==> src/rtl/mem_access_ctrl.sv <==
// mem_access_ctrl
// Request/response front end for a single-port memory. Host requests are
// buffered in a request FIFO and issued in order to the memory, at most one
// command per cycle. Read data comes back two cycles after issue. It is
// captured into a response FIFO together with the read address. Reads issue
// only while the response FIFO has credit for every read in flight, so a
// capture never finds the response FIFO full.
//
// Ports:
//   clk, rst_n                 clock, asynchronous active-low reset
//   req_valid/req_ready        request handshake (req_wr, req_addr, req_data)
//   rsp_valid/rsp_ready        response handshake (rsp_data, rsp_addr)
//   mem_wr_en/mem_address/     registered command to the memory
//   mem_data_in
//   mem_data_out/mem_valid_out read data returned by the memory
//   busy                       work queued, in flight or awaiting the host
//   protocol_err               sticky: memory failed to return expected data
module mem_access_ctrl #(
    parameter int D_WIDTH   = 32,
    parameter int A_WIDTH   = 4,
    parameter int REQ_DEPTH = 4,
    parameter int RSP_DEPTH = 4
) (
    input  logic               clk,
    input  logic               rst_n,
    input  logic               req_valid,
    output logic               req_ready,
    input  logic               req_wr,
    input  logic [A_WIDTH-1:0] req_addr,
    input  logic [D_WIDTH-1:0] req_data,
    output logic               rsp_valid,
    input  logic               rsp_ready,
    output logic [D_WIDTH-1:0] rsp_data,
    output logic [A_WIDTH-1:0] rsp_addr,
    output logic               mem_wr_en,
    output logic [A_WIDTH-1:0] mem_address,
    output logic [D_WIDTH-1:0] mem_data_in,
    input  logic [D_WIDTH-1:0] mem_data_out,
    input  logic               mem_valid_out,
    output logic               busy,
    output logic               protocol_err
);

    localparam int RQ_AW = $clog2(REQ_DEPTH);
    localparam int RQ_CW = RQ_AW + 1;
    localparam int RS_AW = $clog2(RSP_DEPTH);
    localparam int RS_CW = RS_AW + 1;
    localparam int CR_W  = RS_CW + 1;

    // Request FIFO
    logic [REQ_DEPTH-1:0] r_rq_wr;
    logic [A_WIDTH-1:0]   r_rq_addr [REQ_DEPTH];
    logic [D_WIDTH-1:0]   r_rq_data [REQ_DEPTH];
    logic [RQ_AW-1:0]     r_rq_wptr;
    logic [RQ_AW-1:0]     r_rq_rptr;
    logic [RQ_CW-1:0]     r_rq_cnt;

    // Response FIFO
    logic [A_WIDTH-1:0]   r_rs_addr [RSP_DEPTH];
    logic [D_WIDTH-1:0]   r_rs_data [RSP_DEPTH];
    logic [RS_AW-1:0]     r_rs_wptr;
    logic [RS_AW-1:0]     r_rs_rptr;
    logic [RS_CW-1:0]     r_rs_cnt;

    // Memory command and read-tracking pipeline
    logic                 r_live;
    logic                 r_mem_wr_en;
    logic [A_WIDTH-1:0]   r_mem_address;
    logic [D_WIDTH-1:0]   r_mem_data_in;
    logic                 r_rd_s1;
    logic                 r_rd_s2;
    logic [A_WIDTH-1:0]   r_a_s1;
    logic [A_WIDTH-1:0]   r_a_s2;
    logic                 r_proto_err;

    logic                 w_rq_full;
    logic                 w_rq_empty;
    logic                 w_rs_empty;
    logic                 w_req_ready;
    logic                 w_rsp_valid;
    logic                 w_push_req;
    logic                 w_pop_rsp;
    logic                 w_head_wr;
    logic [A_WIDTH-1:0]   w_head_addr;
    logic [D_WIDTH-1:0]   w_head_data;
    logic [CR_W-1:0]      w_inflight;
    logic                 w_credit_ok;
    logic                 w_issue;
    logic                 w_capture;

    // Handshakes, FIFO status and the issue/credit decision
    always_comb begin
        w_rq_full   = (r_rq_cnt == RQ_CW'(REQ_DEPTH));
        w_rq_empty  = (r_rq_cnt == {RQ_CW{1'b0}});
        w_rs_empty  = (r_rs_cnt == {RS_CW{1'b0}});
        // r_live keeps req_ready low until the first edge after reset release
        w_req_ready = r_live & ~w_rq_full;
        w_rsp_valid = ~w_rs_empty;
        w_push_req  = req_valid & w_req_ready;
        w_pop_rsp   = w_rsp_valid & rsp_ready;
        w_head_wr   = r_rq_wr[r_rq_rptr];
        w_head_addr = r_rq_addr[r_rq_rptr];
        w_head_data = r_rq_data[r_rq_rptr];
        // Buffered responses plus reads still travelling through the memory
        w_inflight  = CR_W'(r_rs_cnt) + CR_W'(r_rd_s1) + CR_W'(r_rd_s2);
        w_credit_ok = (w_inflight < CR_W'(RSP_DEPTH));
        w_capture   = r_rd_s2 & mem_valid_out;
        w_issue     = 1'b0;
        if (w_rq_empty) begin
            w_issue = 1'b0;
        end else if (w_head_wr) begin
            w_issue = 1'b1;
        end else begin
            w_issue = w_credit_ok;
        end
    end

    // Request FIFO storage (payload only, needs no reset)
    always_ff @(posedge clk) begin
        if (w_push_req) begin
            r_rq_wr[r_rq_wptr]   <= req_wr;
            r_rq_addr[r_rq_wptr] <= req_addr;
            r_rq_data[r_rq_wptr] <= req_data;
        end
    end

    // Request FIFO pointers and occupancy
    always_ff @(posedge clk or negedge rst_n) begin
        if (!rst_n) begin
            r_live    <= 1'b0;
            r_rq_wptr <= {RQ_AW{1'b0}};
            r_rq_rptr <= {RQ_AW{1'b0}};
            r_rq_cnt  <= {RQ_CW{1'b0}};
        end else begin
            r_live <= 1'b1;
            if (w_push_req) begin
                r_rq_wptr <= r_rq_wptr + RQ_AW'(1);
            end
            if (w_issue) begin
                r_rq_rptr <= r_rq_rptr + RQ_AW'(1);
            end
            case ({w_push_req, w_issue})
                2'b10:   r_rq_cnt <= r_rq_cnt + RQ_CW'(1);
                2'b01:   r_rq_cnt <= r_rq_cnt - RQ_CW'(1);
                default: r_rq_cnt <= r_rq_cnt;
            endcase
        end
    end

    // Memory command registers; an idle cycle is a harmless read
    always_ff @(posedge clk or negedge rst_n) begin
        if (!rst_n) begin
            r_mem_wr_en   <= 1'b0;
            r_mem_address <= {A_WIDTH{1'b0}};
            r_mem_data_in <= {D_WIDTH{1'b0}};
            r_rd_s1       <= 1'b0;
            r_a_s1        <= {A_WIDTH{1'b0}};
        end else if (w_issue) begin
            r_mem_wr_en   <= w_head_wr;
            r_mem_address <= w_head_addr;
            r_mem_data_in <= w_head_wr ? w_head_data : {D_WIDTH{1'b0}};
            r_rd_s1       <= ~w_head_wr;
            if (!w_head_wr) begin
                r_a_s1 <= w_head_addr;
            end
        end else begin
            r_mem_wr_en   <= 1'b0;
            r_mem_data_in <= {D_WIDTH{1'b0}};
            r_rd_s1       <= 1'b0;
        end
    end

    // Second read-tracking stage and the sticky missing-data flag
    always_ff @(posedge clk or negedge rst_n) begin
        if (!rst_n) begin
            r_rd_s2     <= 1'b0;
            r_a_s2      <= {A_WIDTH{1'b0}};
            r_proto_err <= 1'b0;
        end else begin
            r_rd_s2 <= r_rd_s1;
            r_a_s2  <= r_a_s1;
            if (r_rd_s2 && !mem_valid_out) begin
                r_proto_err <= 1'b1;
            end
        end
    end

    // Response FIFO storage; cleared so rsp_data/rsp_addr read zero after reset
    always_ff @(posedge clk or negedge rst_n) begin
        if (!rst_n) begin
            for (int i = 0; i < RSP_DEPTH; i++) begin
                r_rs_addr[i] <= {A_WIDTH{1'b0}};
                r_rs_data[i] <= {D_WIDTH{1'b0}};
            end
        end else if (w_capture) begin
            r_rs_addr[r_rs_wptr] <= r_a_s2;
            r_rs_data[r_rs_wptr] <= mem_data_out;
        end
    end

    // Response FIFO pointers and occupancy; credit keeps capture from overflowing
    always_ff @(posedge clk or negedge rst_n) begin
        if (!rst_n) begin
            r_rs_wptr <= {RS_AW{1'b0}};
            r_rs_rptr <= {RS_AW{1'b0}};
            r_rs_cnt  <= {RS_CW{1'b0}};
        end else begin
            if (w_capture) begin
                r_rs_wptr <= r_rs_wptr + RS_AW'(1);
            end
            if (w_pop_rsp) begin
                r_rs_rptr <= r_rs_rptr + RS_AW'(1);
            end
            case ({w_capture, w_pop_rsp})
                2'b10:   r_rs_cnt <= r_rs_cnt + RS_CW'(1);
                2'b01:   r_rs_cnt <= r_rs_cnt - RS_CW'(1);
                default: r_rs_cnt <= r_rs_cnt;
            endcase
        end
    end

    assign req_ready    = w_req_ready;
    assign rsp_valid    = w_rsp_valid;
    assign rsp_data     = r_rs_data[r_rs_rptr];
    assign rsp_addr     = r_rs_addr[r_rs_rptr];
    assign mem_wr_en    = r_mem_wr_en;
    assign mem_address  = r_mem_address;
    assign mem_data_in  = r_mem_data_in;
    assign busy         = ~w_rq_empty | r_rd_s1 | r_rd_s2 | ~w_rs_empty;
    assign protocol_err = r_proto_err;

endmodule

==> config.mk <==
export PLATFORM = sky130hd
export DESIGN_NAME = mem_access_ctrl
export DESIGN_NICKNAME = d
export VERILOG_FILES = /design/src/rtl/mem_access_ctrl.sv
export SDC_FILE = /design/constraint.sdc
export NUM_CORES = 1
export LEC_CHECK = 0
export ABC_CLOCK_PERIOD_IN_PS = 2200
export BUFFER_PORTS_ARGS = -buffer_cell sky130_fd_sc_hd__buf_2
export CAP_MARGIN = 10
export CORE_MARGIN = 5
export CORE_UTILIZATION = 30
export DETAILED_ROUTE_END_ITERATION = 10
export PLACE_DENSITY = 0.57
export SYNTH_ARGS = -nofsm -noshare
export SYNTH_HDL_FRONTEND = slang
export SYNTH_SLANG_ARGS = --single-unit
==> constraint.sdc <==
create_clock -name clk -period 2.2 [get_ports clk]
set_clock_uncertainty 0.1 [all_clocks]
set_input_delay 0.22 -clock clk [delete_from_list [all_inputs] [get_ports clk]]
set_output_delay 0.22 -clock clk [all_outputs]
set_load 0.03 [all_outputs]
==> impl_metrics.json, run 1 <==
{
  "status": "finished, violations left",
  "failed_checks": "negative setup slack",
  "root_buffer": "clkbuf_16",
  "num-fill-cells": 4079,
  "hpwl_mm": 18.6,
  "cts_tree": "done",
  "slew_headroom_pct": 60.0,
  "reg2reg_depth": 12,
  "final_antenna_net_count": 0,
  "r2r_end": "r_rq_cnt[2]$_DFFE_PN0P_",
  "slew_viol_final": 0,
  "nNetsFinal": 1089,
  "core_mm2": 0.0456,
  "power_density_mw_per_mm2": 1500,
  "syn_to_final_growth_pct": 32.2,
  "drive_above_1_share_pct": 49.9,
  "die_h_um": 225,
  "routed_wl_mm": 31.4,
  "cp_slowest_cell": "or4_4",
  "grt_pass1_vias": 8285,
  "critPathBufInv": 2,
  "viasPerCell": 4.56,
  "grt_overflow_total": 0,
  "start_util_pct": 30.5,
  "mappedNetlistNets": 811,
  "die_width_um": 225,
  "maxCapViolations": 0,
  "topRoutingLayerUsed": "met5",
  "num_io_pins": 151,
  "cp_num_cells": 4,
  "crit_path_max_incr_delay_ps": 500,
  "crit_chain": "buf_6 -> or3_4 -> or4_4 -> buf_8",
  "fin_ws_ps": -178,
  "hold_viol": 0,
  "cts.sinks": 355,
  "period_needed_ps": 2380,
  "clk_latency_ps": 540,
  "yosysUniqueCellTypes": 33,
  "cp_max_fo": 2,
  "reg2reg_from": "r_rs_cnt[0]$_DFFE_PN0P_",
  "synth-seq-cells": 355,
  "power.leakage_nw": 7.66,
  "wire_per_inst_um": 19.2,
  "clock.fmax_mhz": 421,
  "finalCritPeriodShare_pct": 108,
  "critPathTopFamily": "simple AND/OR/NAND/NOR gates",
  "vias": 7472,
  "startpoint": "r_rs_cnt[0]$_DFFE_PN0P_",
  "worstPathArrival_ps": 2060,
  "track_usage_pct": 12.3,
  "hold_path.class": "primary input to async pin",
  "port_buffers": 150,
  "tightestPinTransition_ps": 600,
  "grt_start_max_net_pins": 62,
  "multi_input_area_mm2": 0.00419,
  "rsz0062_at_grt": "true",
  "wl_met3_mm": 1.99,
  "setup_violations": 38,
  "finish.utilization_pct": 40.3,
  "wl_met1_mm": 14.1,
  "clk_pin_slew_ps": 60,
  "die-area_mm2": 0.0507,
  "seq_area_mm2": 0.00963,
  "syn_area_per_cell_um2": 19.2,
  "cp.required_ps": 1880,
  "gp_congestion": 0.697,
  "clock_path_buffers": 3,
  "first_iter_violations": 289,
  "yosysSeqAreaShare_pct": 69.2,
  "crit_type": "flop to output pin",
  "vdd_drop_max_v": 0.000966,
  "start_kind": "flop",
  "htree_levels": 2,
  "synth_warnings": 0,
  "dr.pass1.iters": 4,
  "rrSetupSlack_ps": -80,
  "cts_inserted_buffers": 40,
  "grt_pass1_wl_mm": 48.8,
  "syn_inst": 724,
  "crit_path_end": "busy",
  "antenna_found_initial": 4,
  "rows": 78,
  "drc": 0,
  "syn_area_mm2": 0.0139,
  "dpl_worst_slack_ps": 43.4,
  "routed-wl-met2_mm": 14.8,
  "cp-end-kind": "output pin"
}
==> state kept, by name (all words and copies together) (netlist names), 3 cells and up <==
register,flops
mem_address,4
mem_data_in,32
r_a_s2,4
r_a_s1,4
r_rq_wr,4
r_rs_cnt,3
r_rq_addr,16
r_rq_data,128
r_rq_cnt,3
r_rs_addr,16
r_rs_data,128
==> worst reg2reg max path: stages (launching register included) <==
cell     delay [ps]
dfrtp_1         400
buf_4           140
buf_6           110
ha_4            150
a21oi_4         170
a21oi_4          80
nor2_4          140
ha_4            140
inv_1            40
fa_2            330
xor2_1          140
nor2_1          120
xor2_1          140
==> per-layer routing <==
| layer | vias up | GRT usage, % |
|---|---|---|
| met4 | 2 | 2.99 |
| met5 | - | 0 |
| met2 | 166 | 19.9 |
| met1 | 3914 | 16.3 |
| met3 | 32 | 3.78 |
| li1 | 3358 | - |
==> Yosys cell counts, drive strengths merged <==
master    n  share of area, %
dfrtp   207                37
mux2    154                12
edfxtp  148                32
mux4     73                12
and3     36               1.6
buf      22              0.83
clkbuf   15              0.40
inv      14              0.38
ha       11              0.99
nand3     7              0.25
xnor2     6              0.38
xor2      5              0.31
nand2     4              0.11
nor2      4              0.14
a21oi     2             0.099
and2      2             0.090
fa        2              0.29
or3       2             0.090
a21o      1             0.054
a221o     1             0.072
a31oi     1             0.045
conb      1             0.027
mux2i     1             0.072
nor2b     1             0.045
nor3      1             0.036
o21a      1             0.054
o21ai     1             0.036
or4       1             0.054
==> power breakdown <==
part | internal, mW | switching [mW] | leakage, nW
Combinational | 5.57 | 5.36 | 3.07
Clock | 3.98 | 2.65 | 0.656
Sequential | 9.03 | 0.945 | 3.93
Total | 18.6 | 8.95 | 7.66
==> logic make-up after synthesis <==
kind of cell / Yosys count / synth area share [%]
flops: 355 / 69.2
mux: 228 / 24.4
simple gates: 58 / 2.44
buf+inv: 51 / 1.61
fa+ha+maj: 13 / 1.28
xor+xnor: 11 / 0.693
compound gates: 7 / 0.360
other cells: 1 / 0.0270
==> worst min-delay path by stage <==
stage | startpoint | endpoint | slack [ps] | depth (start not counted)
global placement | rst_n | r_rs_data[75]$_DFFE_PN0P_ | 80 | 1
finish | rst_n | r_rs_data[107]$_DFFE_PN0P_ | 100 | 2
detailed placement | rst_n | r_rs_data[107]$_DFFE_PN0P_ | 80 | 1
global route | rst_n | r_rs_data[107]$_DFFE_PN0P_ | 140 | 2
CTS | rst_n | r_rs_data[107]$_DFFE_PN0P_ | 90 | 2
floorplan | rst_n | mem_address[0]$_DFFE_PN0P_ | -180 | 0
==> repair_timing <==
action,in CTS,in global routing
setup buffers,6,8
hold buffers,73,0
cloned,2,2
setup endpoints to repair,37,41
resized for setup,88,19
pin swaps,3,11
endpoints found under the hold margin,487,0
==> metrics by stage <==
step | TNS, ps | std cells | total power, mW | hold slack, ps | area (um^2)
floorplan | 0 | 724 | 16.6 | -176 | 13900
global placement | 0 | 1470 | 19.3 | 84.7 | 15700
detailed placement | 0 | 1470 | 19.5 | 81.9 | 15700
CTS | -2550 | 1625 | 27.6 | 91.9 | 18200
global route | -4670 | 1637 | 29.1 | 138 | 18400
finish | -1800 | 1637 | 27.5 | 101 | 18400
==> final cells by class <==
| class | count | area share (%) |
|---|---|---|
| clock inverter | 13 | 0.708 |
| antenna | 3 | 0.0409 |
| multi-input combinational | 318 | 22.8 |
| clock buffer | 61 | 6.48 |
| timing repair buffer | 273 | 13.2 |
| sequential | 355 | 52.4 |
| tap | 600 | 4.09 |
| inverter | 14 | 0.286 |
==> layout by cell type, fill, tap and decap left out, types with 13 or more instances in the layout <==
| cell type | n |
|---|---|
| buf_12 | 18 |
| buf_4 | 22 |
| clkbuf_16 | 43 |
| buf_6 | 42 |
| dfrtp_1 | 202 |
| mux4_2 | 73 |
| inv_1 | 13 |
| dlygate4sd3_1 | 73 |
| edfxtp_1 | 148 |
| buf_2 | 112 |
| and3_1 | 32 |
| mux2_2 | 150 |
Note: power is estimated with default switching activity, not from simulation.
==> run 2, diff against run 1 <==
- SKIP_LAST_GASP: not set -> 1
==> run 2 against run 1 <==
Effect of this change:
- sequential power barely moved
- critical path depth did not move
- setup slack worse by 19 ps
- wire length hardly changed
- combinational power about the same
- the run still ends with negative setup slack left
- cell area about the same
- sequential cell count did not move
- count of clock-buffer cells in the layout unchanged
- non-clock buffer count unchanged
- critical endpoint unchanged
- register-to-register slack barely moved
- worst hold slack improved by 4.7 ps
==> impl_metrics.json, run 2 (synthesized netlist as in run 1, its figures left out) <==
{
  "die-area_mm2": 0.0507,
  "grt_pass1_wl_mm": 48.7,
  "htree_levels": 2,
  "first_iter_violations": 287,
  "die_width_um": 225,
  "gp_congestion": 0.697,
  "track_usage_pct": 12.2,
  "grt_start_max_net_pins": 62,
  "crit_type": "flop to output pin",
  "final_common_cell": "dfrtp_1",
  "vdd_drop_max_v": 0.000961,
  "routed_wl_mm": 31.4,
  "slew_headroom_pct": 59.5,
  "cp.required_ps": 1880,
  "status": "finished, violations left",
  "start_kind": "flop",
  "clk_pin_slew_ps": 60,
  "clk_latency_ps": 540,
  "tightestPinTransition_ps": 607,
  "whs_ps": 106,
  "hold_path.class": "primary input to async pin",
  "stdcell_area_mm2": 0.0184,
  "port_buffers": 150,
  "final_antenna_net_count": 0,
  "dr.pass1.iters": 4,
  "viasPerCell": 4.55,
  "drive_above_1_share_pct": 50.0,
  "worstPathArrival_ps": 2080,
  "slew_viol_final": 0,
  "cp-end-kind": "output pin",
  "syn_to_final_growth_pct": 32.2,
  "failed_checks": "negative setup slack",
  "placed_area_mm2": 0.0157,
  "hpwl_mm": 18.6,
  "die_h_um": 225,
  "clock.fmax_mhz": 417,
  "rows": 78,
  "nNetsFinal": 1089,
  "power_density_mw_per_mm2": 1500,
  "clock_path_buffers": 3,
  "setup_violations": 38,
  "core_mm2": 0.0456,
  "start_util_pct": 30.5,
  "period_needed_ps": 2400,
  "power.leakage_nw": 7.66,
  "cts_inserted_buffers": 40,
  "finalPower_mw": 27.6,
  "maxCapViolations": 0,
  "hold_viol": 0,
  "cts_tree": "done",
  "grt_overflow_total": 0,
  "fin_ws_ps": -197,
  "cp_max_fo": 2,
  "antenna_found_initial": 4,
  "finalCritPeriodShare_pct": 109,
  "grt_pass1_vias": 8248,
  "tns_ps": -2620,
  "final_cell_mix": "dfrtp_1 (202), mux2_2 (150), edfxtp_1 (148)",
  "vias": 7453,
  "num_io_pins": 151,
  "root_buffer": "clkbuf_16",
  "wire_per_inst_um": 19.2,
  "finish.utilization_pct": 40.3,
  "cts.sinks": 355,
  "drc": 0,
  "rsz0062_at_grt": "true"
}
-- run 2: path summary, 6_finish.rpt --
path	startpoint	to	slack [ps]	depth (start not counted)
hold / removal	rst_n	r_rs_data[107]$_DFFE_PN0P_	110	2
min in group clk	r_a_s1[2]$_DFFE_PN0P_	r_a_s2[2]$_DFF_PN0_	280	0
hold reg to reg	r_a_s1[2]$_DFFE_PN0P_	r_a_s2[2]$_DFF_PN0_	280	0
setup reg to reg	r_rs_cnt[0]$_DFFE_PN0P_	r_rq_cnt[2]$_DFFE_PN0P_	-70	12
setup / recovery	r_rs_cnt[0]$_DFFE_PN0P_	busy	-200	4
max in group asynchronous	rst_n	r_rs_addr[13]$_DFFE_PN0P_	1170	3
-- run 2: layout make-up --
class,count,area (um^2)
fill,4081,27200
sequential,355,9630
multi-input combinational,318,4190
timing repair buffer,273,2430
clock buffer,61,1190
tap,600,751
clock inverter,13,130
inverter,14,52.6
antenna,3,7.51
-- run 2: critical path: stages (launching register included) --
cell and delay [ps]:
dfrtp_1 400, buf_6 130, or3_4 360, or4_4 490, buf_8 160
-- run 2: metrics by stage --
stage | setup WS, ps | std cells
after floorplan | 7.46 | 724
after global placement | 32.3 | 1470
after detailed placement | 43.4 | 1470
after CTS | -217 | 1625
after global routing | -238 | 1637
final | -197 | 1637
-- run 2: power breakdown --
group	total (mW)	internal [mW]	switching [mW]
Sequential	9.99	9.03	0.955
Clock	6.62	3.98	2.64
Combinational	11.0	5.59	5.38
-- run 2: routing by layer --
metal	routed length, um	up-vias	GRT usage (%)
li1	-	3360	-
met1	14000	3885	16.3
met2	14900	174	19.9
met3	2020	32	3.63
met4	483	2	2.99
met5	7	-	0
-- run 2: timing repair --
action                                  4_1_cts  5_1_grt
hold buffers                                 73        0
endpoints found under the setup margin       37       41
endpoints found under the hold margin       487        0
pin swaps                                     2       10
gates cloned                                  2        2
setup buffers                                 6        8
resized for setup                            55       67
==> run 3, diff against run 2 <==
- CORE_MARGIN: 5 -> 4
==> run 3 against run 2 <==
Effect of this change:
- combinational power about the same
- critical path type unchanged
- worst hold slack worse by 35 ps
- clock power down 6.9%
- sequential cell count unchanged
- register-to-register slack better by 30 ps
- the run still ends with negative setup slack left
- count of clock-buffer cells in the layout unchanged
- fmax up 2.9%
- first-iteration DRC count up 15%
- setup slack better by 68 ps
- total power down 2.6%
- via count up 0.11%
- cell count down 0.24%
- largest power group unchanged
- highest routed layer unchanged
==> impl_metrics.json, run 3 (synthesized netlist as in run 1, its figures left out) <==
{
  "status": "finished, violations left",
  "failed_checks": "negative setup slack",
  "antenna_found_initial": 3,
  "num-fill-cells": 4131,
  "final_antenna_net_count": 0,
  "critPathBufInv": 1,
  "die_h_um": 223,
  "htree_levels": 2,
  "gp_congestion": 0.673,
  "fin_ws_ps": -129,
  "tightestPinTransition_ps": 619,
  "routed_wl_mm": 30.8,
  "num_io_pins": 151,
  "die-area_mm2": 0.0499,
  "dr.pass1.iters": 4,
  "cp.required_ps": 1880,
  "cp-end-kind": "output pin",
  "critPathTopFamily": "simple AND/OR/NAND/NOR gates",
  "cts_inserted_buffers": 40,
  "slew_viol_final": 0,
  "viasPerCell": 4.57,
  "grt_overflow_total": 0,
  "grt_start_max_net_pins": 66,
  "nNetsFinal": 1090,
  "crit_path_max_incr_delay_ps": 500,
  "crit_chain": "or3_4 -> or4_4 -> buf_8",
  "final_common_cell": "dfrtp_1",
  "drc": 0,
  "crit_type": "flop to output pin",
  "grt_pass1_vias": 8317,
  "port_buffers": 150,
  "hold_path.class": "primary input to flop",
  "hold_viol": 0,
  "clk_latency_ps": 530,
  "root_buffer": "clkbuf_16",
  "vdd_drop_max_v": 0.00102,
  "cp_max_fo": 4,
  "clock_path_buffers": 3,
  "power.leakage_nw": 7.57,
  "cp_slowest_cell": "or4_4",
  "first_iter_violations": 331,
  "clock.fmax_mhz": 429,
  "syn_to_final_growth_pct": 30.8,
  "grt_pass1_wl_mm": 49.1,
  "slew_headroom_pct": 58.7,
  "finalCritPeriodShare_pct": 106,
  "start_util_pct": 30.5,
  "worstPathArrival_ps": 2010,
  "cts.sinks": 355,
  "start_kind": "flop",
  "rsz0062_at_grt": "true",
  "setup_violations": 31,
  "maxCapViolations": 0,
  "track_usage_pct": 12.6,
  "core_mm2": 0.0456,
  "rows": 78,
  "final_cell_mix": "dfrtp_1 (201), mux2_2 (150), edfxtp_1 (148)",
  "drive_above_1_share_pct": 48.9,
  "period_needed_ps": 2330,
  "hpwl_mm": 18.6,
  "cts_tree": "done",
  "die_width_um": 223,
  "finalPower_mw": 26.9,
  "clk_pin_slew_ps": 60,
  "vias": 7461,
  "wire_per_inst_um": 18.9,
  "whs_ps": 71.2,
  "power_density_mw_per_mm2": 1480
}
run 3: cell count changes in the layout (fill, tap and decap cells not counted), moves of 3 or more:
cell	change
buf_2	+3
clkbuf_8	-3
buf_4	+7
clkbuf_1	+3
buf_6	-5
clkinv_1	+4
clkinv_2	-4
run 3: power breakdown:
group / total, mW / internal (mW) / switching (mW) / leakage, nW
combinational: 10.7 / 5.44 / 5.28 / 3.05
clock: 6.16 / 3.63 / 2.53 / 0.591
sequential: 9.99 / 9.03 / 0.955 / 3.93
total: 26.9 / 18.1 / 8.77 / 7.57
run 3: layer usage:
layer  vias up  track usage, %  routed length [um]  part of all wire, %
li1       3346               -                   -                    -
met1      3904            16.9               13700                   44
met2       165            20.4               14800                   48
met3        42            3.20                1840                  6.0
met4         4            3.38                 516                  1.7
met5         -               0                  21                0.068
run 3: layout make-up:
type	instances	area, um^2	share of cell area, %
repair buffers	274	2370	13.0
inverters	14	52.6	0.289
clock buffers	61	1160	6.39
well taps	600	751	4.13
flip-flops and latches	355	9630	53.0
diodes	1	2.50	0.0138
multi-input cells	318	4160	22.9
clock inverters	10	55.1	0.303
run 3: per-stage QoR:
stage | util, % | setup TNS, ps | worst slack, ps | cells | area (um^2)
global route | 39.9 | -3590 | -195 | 1632 | 18200
floorplan | - | 0 | 7.46 | 724 | 13900
global placement | 34.6 | 0 | 26.7 | 1474 | 15800
finish | 39.9 | -1410 | -129 | 1633 | 18200
detailed placement | 34.6 | 0 | 2.91 | 1474 | 15800
CTS | 39.6 | -3230 | -184 | 1627 | 18000
run 3: final timing paths:
check / from / to / slack, ps / cells after the start
min: req_valid / r_rq_wptr[0]$_DFFE_PN0P_ / 70 / 4
min in group asynchronous: rst_n / r_rs_data[72]$_DFFE_PN0P_ / 130 / 2
max reg2reg: r_rs_cnt[0]$_DFFE_PN0P_ / r_rq_cnt[2]$_DFFE_PN0P_ / -40 / 11
min reg2reg: r_a_s1[1]$_DFFE_PN0P_ / r_a_s2[1]$_DFF_PN0_ / 280 / 0
max in group asynchronous: rst_n / r_rs_data[28]$_DFFE_PN0P_ / 1180 / 3
max: r_rq_cnt[0]$_DFFE_PN0P_ / busy / -130 / 3
run 3: tightest hold or removal path: stages:
cell and delay [ps]:
buf_2 110, and2_1 150, buf_4 130, xnor2_1 50
run 3: what timing repair did:
| action | in CTS | in global routing |
|---|---|---|
| buffers inserted | 9 | 5 |
| hold buffers | 72 | 0 |
| pin swaps | 4 | 5 |
| cloned | 3 | 0 |
| endpoints found under the hold margin | 365 | 0 |
| setup endpoints to repair | 38 | 38 |
| resized for setup | 63 | 37 |
